===== config.mk =====
export PLATFORM = sky130hd
export DESIGN_NAME = fetch_sequencer
export DESIGN_NICKNAME = d
export VERILOG_FILES = /design/src/rtl/fetch_sequencer_pkg.sv /design/src/rtl/fetch_sequencer_next_pc_sel.sv /design/src/rtl/fetch_sequencer.sv
export SDC_FILE = /design/constraint.sdc
export NUM_CORES = 1
export LEC_CHECK = 0
export ABC_AREA = 1
export CAP_MARGIN = 5
export CORE_AREA = 8 8 201 203
export DETAILED_ROUTE_END_ITERATION = 8
export DIE_AREA = 0 0 209 211
export DONT_BUFFER_PORTS = 1
export SLEW_MARGIN = 20
export SYNTH_ARGS = -nofsm -noshare
export SYNTH_HDL_FRONTEND = slang
export SYNTH_SLANG_ARGS = --single-unit

===== constraint.sdc =====
create_clock -name clk -period 2.83 [get_ports clk]
set_input_delay 0.4245 -clock clk [delete_from_list [all_inputs] [get_ports clk]]
set_output_delay 0.4245 -clock clk [all_outputs]
set_load 0.005 [all_outputs]

===== src/rtl/fetch_sequencer_pkg.sv =====
// ============================================================================
// fetch_sequencer_pkg
// Shared core definitions: branch codes and fetch controller state encoding.
// Revision: 1.0 - initial release
// ============================================================================
`default_nettype none

package fetch_sequencer_pkg;

    // Branch codes delivered by execute with the resolution pulse
    localparam logic [2:0] BR_NONE = 3'b000;
    localparam logic [2:0] BR_JAL  = 3'b001;
    localparam logic [2:0] BR_JALR = 3'b010;
    localparam logic [2:0] BR_RSVD = 3'b011;
    localparam logic [2:0] BR_BEQ  = 3'b100;
    localparam logic [2:0] BR_BNE  = 3'b101;
    localparam logic [2:0] BR_BLT  = 3'b110;
    localparam logic [2:0] BR_BGE  = 3'b111;

    // Fetch controller states
    typedef enum logic [1:0] {
        ST_FETCH   = 2'd0,
        ST_ISSUE   = 2'd1,
        ST_RESOLVE = 2'd2,
        ST_DRAIN   = 2'd3
    } fetch_state_t;

endpackage : fetch_sequencer_pkg

`default_nettype wire


===== src/rtl/fetch_sequencer_next_pc_sel.sv =====
// ============================================================================
// next_pc_sel
// Combinational next-PC selection from the resolved branch code and flags.
// Revision: 1.0 - initial release
// ============================================================================
`default_nettype none

module next_pc_sel
    import fetch_sequencer_pkg::*;
(
    input  logic [2:0]  branch_i,
    input  logic        less_i,
    input  logic        zero_i,
    input  logic [31:0] instr_pc_i,
    input  logic [31:0] imm_i,
    input  logic [31:0] rs1_i,
    output logic [31:0] next_pc_o,
    output logic        taken_o
);

    // Redirect decision and target choice; reserved code behaves as no branch
    always_comb begin
        taken_o   = 1'b0;
        next_pc_o = instr_pc_i + 32'd4;
        case (branch_i)
            BR_JAL:  taken_o = 1'b1;
            BR_JALR: taken_o = 1'b1;
            BR_BEQ:  taken_o = zero_i;
            BR_BNE:  taken_o = ~zero_i;
            BR_BLT:  taken_o = less_i;
            BR_BGE:  taken_o = ~less_i;
            default: taken_o = 1'b0;
        endcase
        if (taken_o) begin
            if (branch_i == BR_JALR) begin
                next_pc_o = (rs1_i + imm_i) & ~32'h1;
            end else begin
                next_pc_o = instr_pc_i + imm_i;
            end
        end
    end

endmodule : next_pc_sel

`default_nettype wire


===== src/rtl/fetch_sequencer.sv =====
// ============================================================================
// fetch_sequencer
// Multi-cycle instruction fetch and next-PC controller with trap redirect
// and drain of an uncancellable in-flight fetch.
// Revision: 1.0 - initial release
// ============================================================================
`default_nettype none

module fetch_sequencer
    import fetch_sequencer_pkg::*;
#(
    parameter logic [31:0] RESET_PC = 32'h0000_0000
) (
    input  logic        clk,
    input  logic        rstn,
    output logic        imem_req,
    output logic [31:0] imem_addr,
    input  logic        imem_ack,
    input  logic [31:0] imem_rdata,
    output logic        instr_valid,
    output logic [31:0] instr,
    output logic [31:0] instr_pc,
    input  logic        instr_ready,
    input  logic        res_valid,
    input  logic [2:0]  res_branch,
    input  logic        res_less,
    input  logic        res_zero,
    input  logic [31:0] res_imm,
    input  logic [31:0] res_rs1,
    input  logic        trap_valid,
    input  logic [31:0] trap_pc,
    output logic        taken,
    output logic [31:0] retired_cnt
);

    fetch_state_t state_q, state_d;
    logic [31:0]  pc_q, pc_d;
    logic [31:0]  addr_q, addr_d;
    logic         req_q, req_d;
    logic [31:0]  instr_q, instr_d;
    logic [31:0]  ipc_q, ipc_d;
    logic         taken_q, taken_d;
    logic [31:0]  ret_q, ret_d;
    logic [31:0]  sel_next_pc;
    logic         sel_taken;
    logic         ack_seen;

    next_pc_sel u_next_pc_sel (
        .branch_i   (res_branch),
        .less_i     (res_less),
        .zero_i     (res_zero),
        .instr_pc_i (ipc_q),
        .imm_i      (res_imm),
        .rs1_i      (res_rs1),
        .next_pc_o  (sel_next_pc),
        .taken_o    (sel_taken)
    );

    // An ack only counts while our request is actually on the bus
    assign ack_seen = req_q & imem_ack;

    // Next-state, PC and output-register computation; traps override last
    always_comb begin
        state_d = state_q;
        pc_d    = pc_q;
        instr_d = instr_q;
        ipc_d   = ipc_q;
        taken_d = 1'b0;
        ret_d   = ret_q;
        case (state_q)
            ST_FETCH: begin
                if (ack_seen) begin
                    instr_d = imem_rdata;
                    ipc_d   = pc_q;
                    state_d = ST_ISSUE;
                end
            end
            ST_ISSUE: begin
                if (instr_ready) begin
                    state_d = ST_RESOLVE;
                end
            end
            ST_RESOLVE: begin
                if (res_valid) begin
                    ret_d   = ret_q + 32'd1;
                    pc_d    = sel_next_pc;
                    taken_d = sel_taken;
                    state_d = ST_FETCH;
                end
            end
            ST_DRAIN: begin
                if (ack_seen) begin
                    state_d = ST_FETCH;
                end
            end
            default: state_d = ST_FETCH;
        endcase

        if (trap_valid) begin
            pc_d    = trap_pc;
            taken_d = 1'b0;
            instr_d = instr_q;
            ipc_d   = ipc_q;
            // A read already on the bus must complete before refetching
            if ((state_q == ST_FETCH || state_q == ST_DRAIN) && req_q && !imem_ack) begin
                state_d = ST_DRAIN;
            end else begin
                state_d = ST_FETCH;
            end
        end

        // Request drops for one cycle after every ack so each fetch is a fresh rise
        req_d  = (state_d == ST_FETCH || state_d == ST_DRAIN) && !ack_seen;
        // Address tracks pc while fetching, but is frozen during a drain
        addr_d = (state_d == ST_FETCH) ? pc_d : addr_q;
    end

    // State and datapath registers
    always_ff @(posedge clk or negedge rstn) begin
        if (!rstn) begin
            state_q <= ST_FETCH;
            pc_q    <= RESET_PC;
            addr_q  <= RESET_PC;
            req_q   <= 1'b0;
            instr_q <= 32'd0;
            ipc_q   <= 32'd0;
            taken_q <= 1'b0;
            ret_q   <= 32'd0;
        end else begin
            state_q <= state_d;
            pc_q    <= pc_d;
            addr_q  <= addr_d;
            req_q   <= req_d;
            instr_q <= instr_d;
            ipc_q   <= ipc_d;
            taken_q <= taken_d;
            ret_q   <= ret_d;
        end
    end

    assign imem_req    = req_q;
    assign imem_addr   = addr_q;
    assign instr_valid = (state_q == ST_ISSUE);
    assign instr       = instr_q;
    assign instr_pc    = ipc_q;
    assign taken       = taken_q;
    assign retired_cnt = ret_q;

endmodule : fetch_sequencer

`default_nettype wire


==> results.rst <==
.. list-table::
   :header-rows: 1

   * - Metric
     - Value
   * - Run status
     - finished, violations left
   * - Violated checks
     - negative hold slack
   * - Layout overhead on the synthesized area
     - 10.2%
   * - Postcts setup bufs
     - 0
   * - Most numerous cell in the Yosys netlist
     - nand2_1
   * - Top post-synthesis cells by count
     - nand2_1 (775), inv_1 (312), dfrtp_1 (164)
   * - Top achievable clock speed
     - 0.385 GHz
   * - Total internal power
     - 6.72 mW
   * - Proportion of power drawn by flip-flops and latches
     - 31.7%
   * - Multi-input gate area
     - 0.00742 mm²
   * - Switching share of power
     - 47.4%
   * - Unrepaired setup endpoints after global routing
     - false
   * - Via/cell ratio
     - 5.00
   * - Net switching component of the power
     - 6.06 mW
   * - Final setup fails
     - 0
   * - Worst-case clock skew
     - 0.00977 ns
   * - Mean cell area of the mapped netlist
     - 6.50 µm²
   * - Critical-path top delay cell
     - dfrtp_1
   * - Final global-route overflow total
     - 0
   * - Row count
     - 71
   * - Number of remaining DRC errors
     - 0
   * - Number of DRC markers in iteration 0
     - 1,123
   * - Critical path type
     - reg2reg
   * - Initial core utilization
     - 34.6%
   * - Hold violation count in the final report
     - 164
   * - FF+latch area
     - 0.00410 mm²
   * - Antenna diode instance count
     - 0
   * - Compound-gate portion of the synthesized area
     - 7.54%
   * - Maximum number of pins on one net before global-route repair
     - 165
   * - Share of layout cells above drive strength 1
     - 6.96%
   * - CORE AREA
     - 0.0371 mm²
   * - Worst slack at placement
     - 0.215 ns
   * - Slack of the critical path
     - 0.236 ns
   * - Minimum hold slack
     - -0.304 ns
   * - Area fraction of the dominant cell type after synthesis
     - 31.9%
   * - Max_slew headroom
     - 35.0%
   * - CP Max Fanout
     - 5
   * - Power per Cell Area
     - 901 mW/mm²
   * - CP max stage delay
     - 0.45 ns
   * - Synthesized flop and latch total
     - 164
   * - Proportion of power drawn by the clock network
     - 17.1%
   * - CP startpoint
     - instr_pc[10]
   * - Leakage power
     - 7.83 nW
   * - Count of different cell masters after synthesis
     - 43
   * - Total half-perimeter wirelength after legalization and detailed placement
     - 37.9 mm
   * - Top-level I/O count
     - 270
   * - Routed via count
     - 12,442
   * - Post-synthesis share of cell area spent on full adders, half adders and majority gates
     - 6.93%
   * - Worst min-delay path class
     - in2async
   * - Global-route wire length before repair
     - 70.7 mm
   * - Leading area contributor after synthesis
     - dfrtp_1
   * - Post-cts repair resize count
     - 0
   * - Number of global-route vias before repair
     - 12,126
   * - Clock tree from TritonCTS
     - yes
   * - Clock Sink Count
     - 164
   * - Post-Syn Area
     - 0.0129 mm²
   * - Reg clk slew, reported paths
     - 0.07 ns
   * - Slew of the pin with the lowest slew margin
     - 0.975 ns
   * - Clock tree root driver cell
     - clkbuf_16
   * - Share of the yosys chip area belonging to registers
     - 31.9%
   * - Tmin final
     - 2.59 ns
   * - DR pass1 iterations
     - 5
   * - Pins over their slew limit
     - 0
   * - Antenna Nets Post-Route
     - 0
   * - FF-to-FF Start
     - instr_pc[10]
   * - Startpoint types
     - flip-flop
   * - Final weighted congestion in routability-driven placement
     - 0.945
   * - Number of buffers added on ports
     - 0
   * - Max-capacitance violation count
     - 0
   * - Required @ worst endpoint
     - 3.15 ns
   * - Global routing usage summed across all routing layers
     - 20.7%
   * - Fin crit share
     - 91.7%
   * - Ys flop type
     - dfrtp_1
   * - Largest family of logic cells by synthesized area
     - simple AND/OR/NAND/NOR gates
   * - Post-Synthesis Cells
     - 1,980
   * - Die height
     - 211 µm
   * - Area fraction in and, or, nand and nor cells after synthesis
     - 35.2%
   * - NumNets Final
     - 2,209
   * - Average wire per standard cell
     - 18.8 µm
   * - Worst setup EP type
     - flip-flop
   * - Antenna violations before repair
     - 1
   * - Comb pwr share
     - 51.2%
   * - Clock Tree Buf Depth
     - 2
   * - Final routed wirelength across all metal layers
     - 46.7 mm
   * - Async S/R FF share, synth
     - 100%
   * - Setup TNS after final layout
     - 0 ns
   * - Number of buffers added by the clock tree synthesis step
     - 17
   * - Number of fillers in the final layout
     - 4,045
   * - Number of buffers and inverters on the critical path
     - 0
   * - Clock insertion delay at the later pin of the skew report
     - 0.43 ns
   * - Power consumption
     - 12.8 mW
   * - WP data arrival
     - 2.91 ns
   * - Syn_nets
     - 2,189
   * - H-Tree Depth
     - 4
   * - Most area-consuming cells after synthesis
     - dfrtp_1 (32%), nand2_1 (23%), inv_1 (9.1%), ha_1 (6.6%), a21oi_1 (4.4%)
   * - Number of warnings printed during yosys synthesis
     - 0
   * - Horizontal die dimension
     - 209 µm
   * - Most frequent cell on the critical path
     - nand2_1
   * - Crit path cell chain
     - ha_1, nand2_1, nor2_1, and3_1, nand2_1, nand2_1, nand2_1, nand2_1, nand2_1, nand3_1, nand2_1, nand2_1, nand2_1, nand2_1, nand2_1, nand2_1, nand2_1
   * - Die Footprint
     - 0.0441 mm²
   * - Category of cells accounting for the largest share of critical-path delay
     - simple AND/OR/NAND/NOR gates
   * - Post-synthesis mux area share
     - 3.33%
   * - IR Drop Worst-Case VDD
     - 0.000402 V
   * - Xor-xnor portion of the synthesized cell area
     - 4.56%
   * - Count of flip-flops with a built-in enable after synthesis
     - 0
[layout make-up]
type	count	area share [%]
well taps	474	4.18
repair buffers	42	2.31
inverters	316	8.37
clock buffers	18	3.10
clock inverters	13	0.777
flip-flops and latches	164	28.9
multi-input cells	1459	52.3
[final timing paths]
path | endpoint | slack (ns) | cells after the start
max | imem_addr[30] | 0.24 | 17
min | retired_cnt[24] | -0.30 | 0
max reg2reg | imem_addr[30] | 0.24 | 17
min reg2reg | instr_pc[6] | 0.51 | 1
max in group asynchronous | state_q[1] | 2.82 | 0
min in group clk | imem_req | 0.08 | 1
[layout by cell type (no fill, tap or decap), types with 5 or more instances in the layout]
cell type,count
a21oi_1,113
a31oi_1,8
buf_4,41
clkbuf_16,17
clkinv_2,6
dfrtp_1,164
ha_1,68
inv_1,312
mux2_2,38
nand2_1,774
nand3_1,111
nand3b_1,7
nand4_1,14
nor2_1,130
nor3_1,30
o211ai_1,5
o21ai_0,49
xnor2_1,21
xor2_1,45
[power by group through the flow]
stage | combinational, mW | clock (mW) | sequential, mW
after floorplan | 4.25 | 0 | 3.89
after global placement | 6.44 | 0 | 4.11
after detailed placement | 6.51 | 0 | 4.10
after CTS | 6.53 | 2.25 | 4.07
after global routing | 7.36 | 2.33 | 4.17
final | 6.54 | 2.18 | 4.05
[sequential cells by signal (all words and copies together), names as in the netlist]
name / flops
pc_q: 32
imem_addr: 32
instr: 32
taken: 1
instr_pc: 32
imem_req: 1
retired_cnt: 32
state_q: 2
[cells by family (layout without fill, tap and decap cells)]
group / after synthesis / count (layout)
simple gates: 1100 / 1100
buf+inv: 357 / 389
compound gates: 184 / 184
flops: 164 / 164
fa+ha+maj: 70 / 70
xor+xnor: 67 / 67
mux: 38 / 38
[metrics by stage]
| step | instance area [µm²] | utilization (%) | std cells |
|---|---|---|---|
| 2_1_floorplan | 12900 | - | 1980 |
| 3_3_place_gp | 13600 | 36.7 | 2455 |
| 3_5_place_dp | 13600 | 36.7 | 2455 |
| 4_1_cts | 14200 | 38.2 | 2486 |
| 5_1_grt | 14200 | 38.2 | 2486 |
| 6_report | 14200 | 38.2 | 2486 |
[per-layer routing]
| layer | wire length (µm) | share of wire [%] | global-route usage, % |
|---|---|---|---|
| met3 | 4100 | 8.8 | 6.20 |
| met4 | 609 | 1.3 | 4.67 |
| met2 | 21000 | 45 | 33.3 |
| met1 | 20900 | 45 | 27.2 |
| met5 | 13 | 0.028 | 0 |
(Power assumes the default switching activity.)
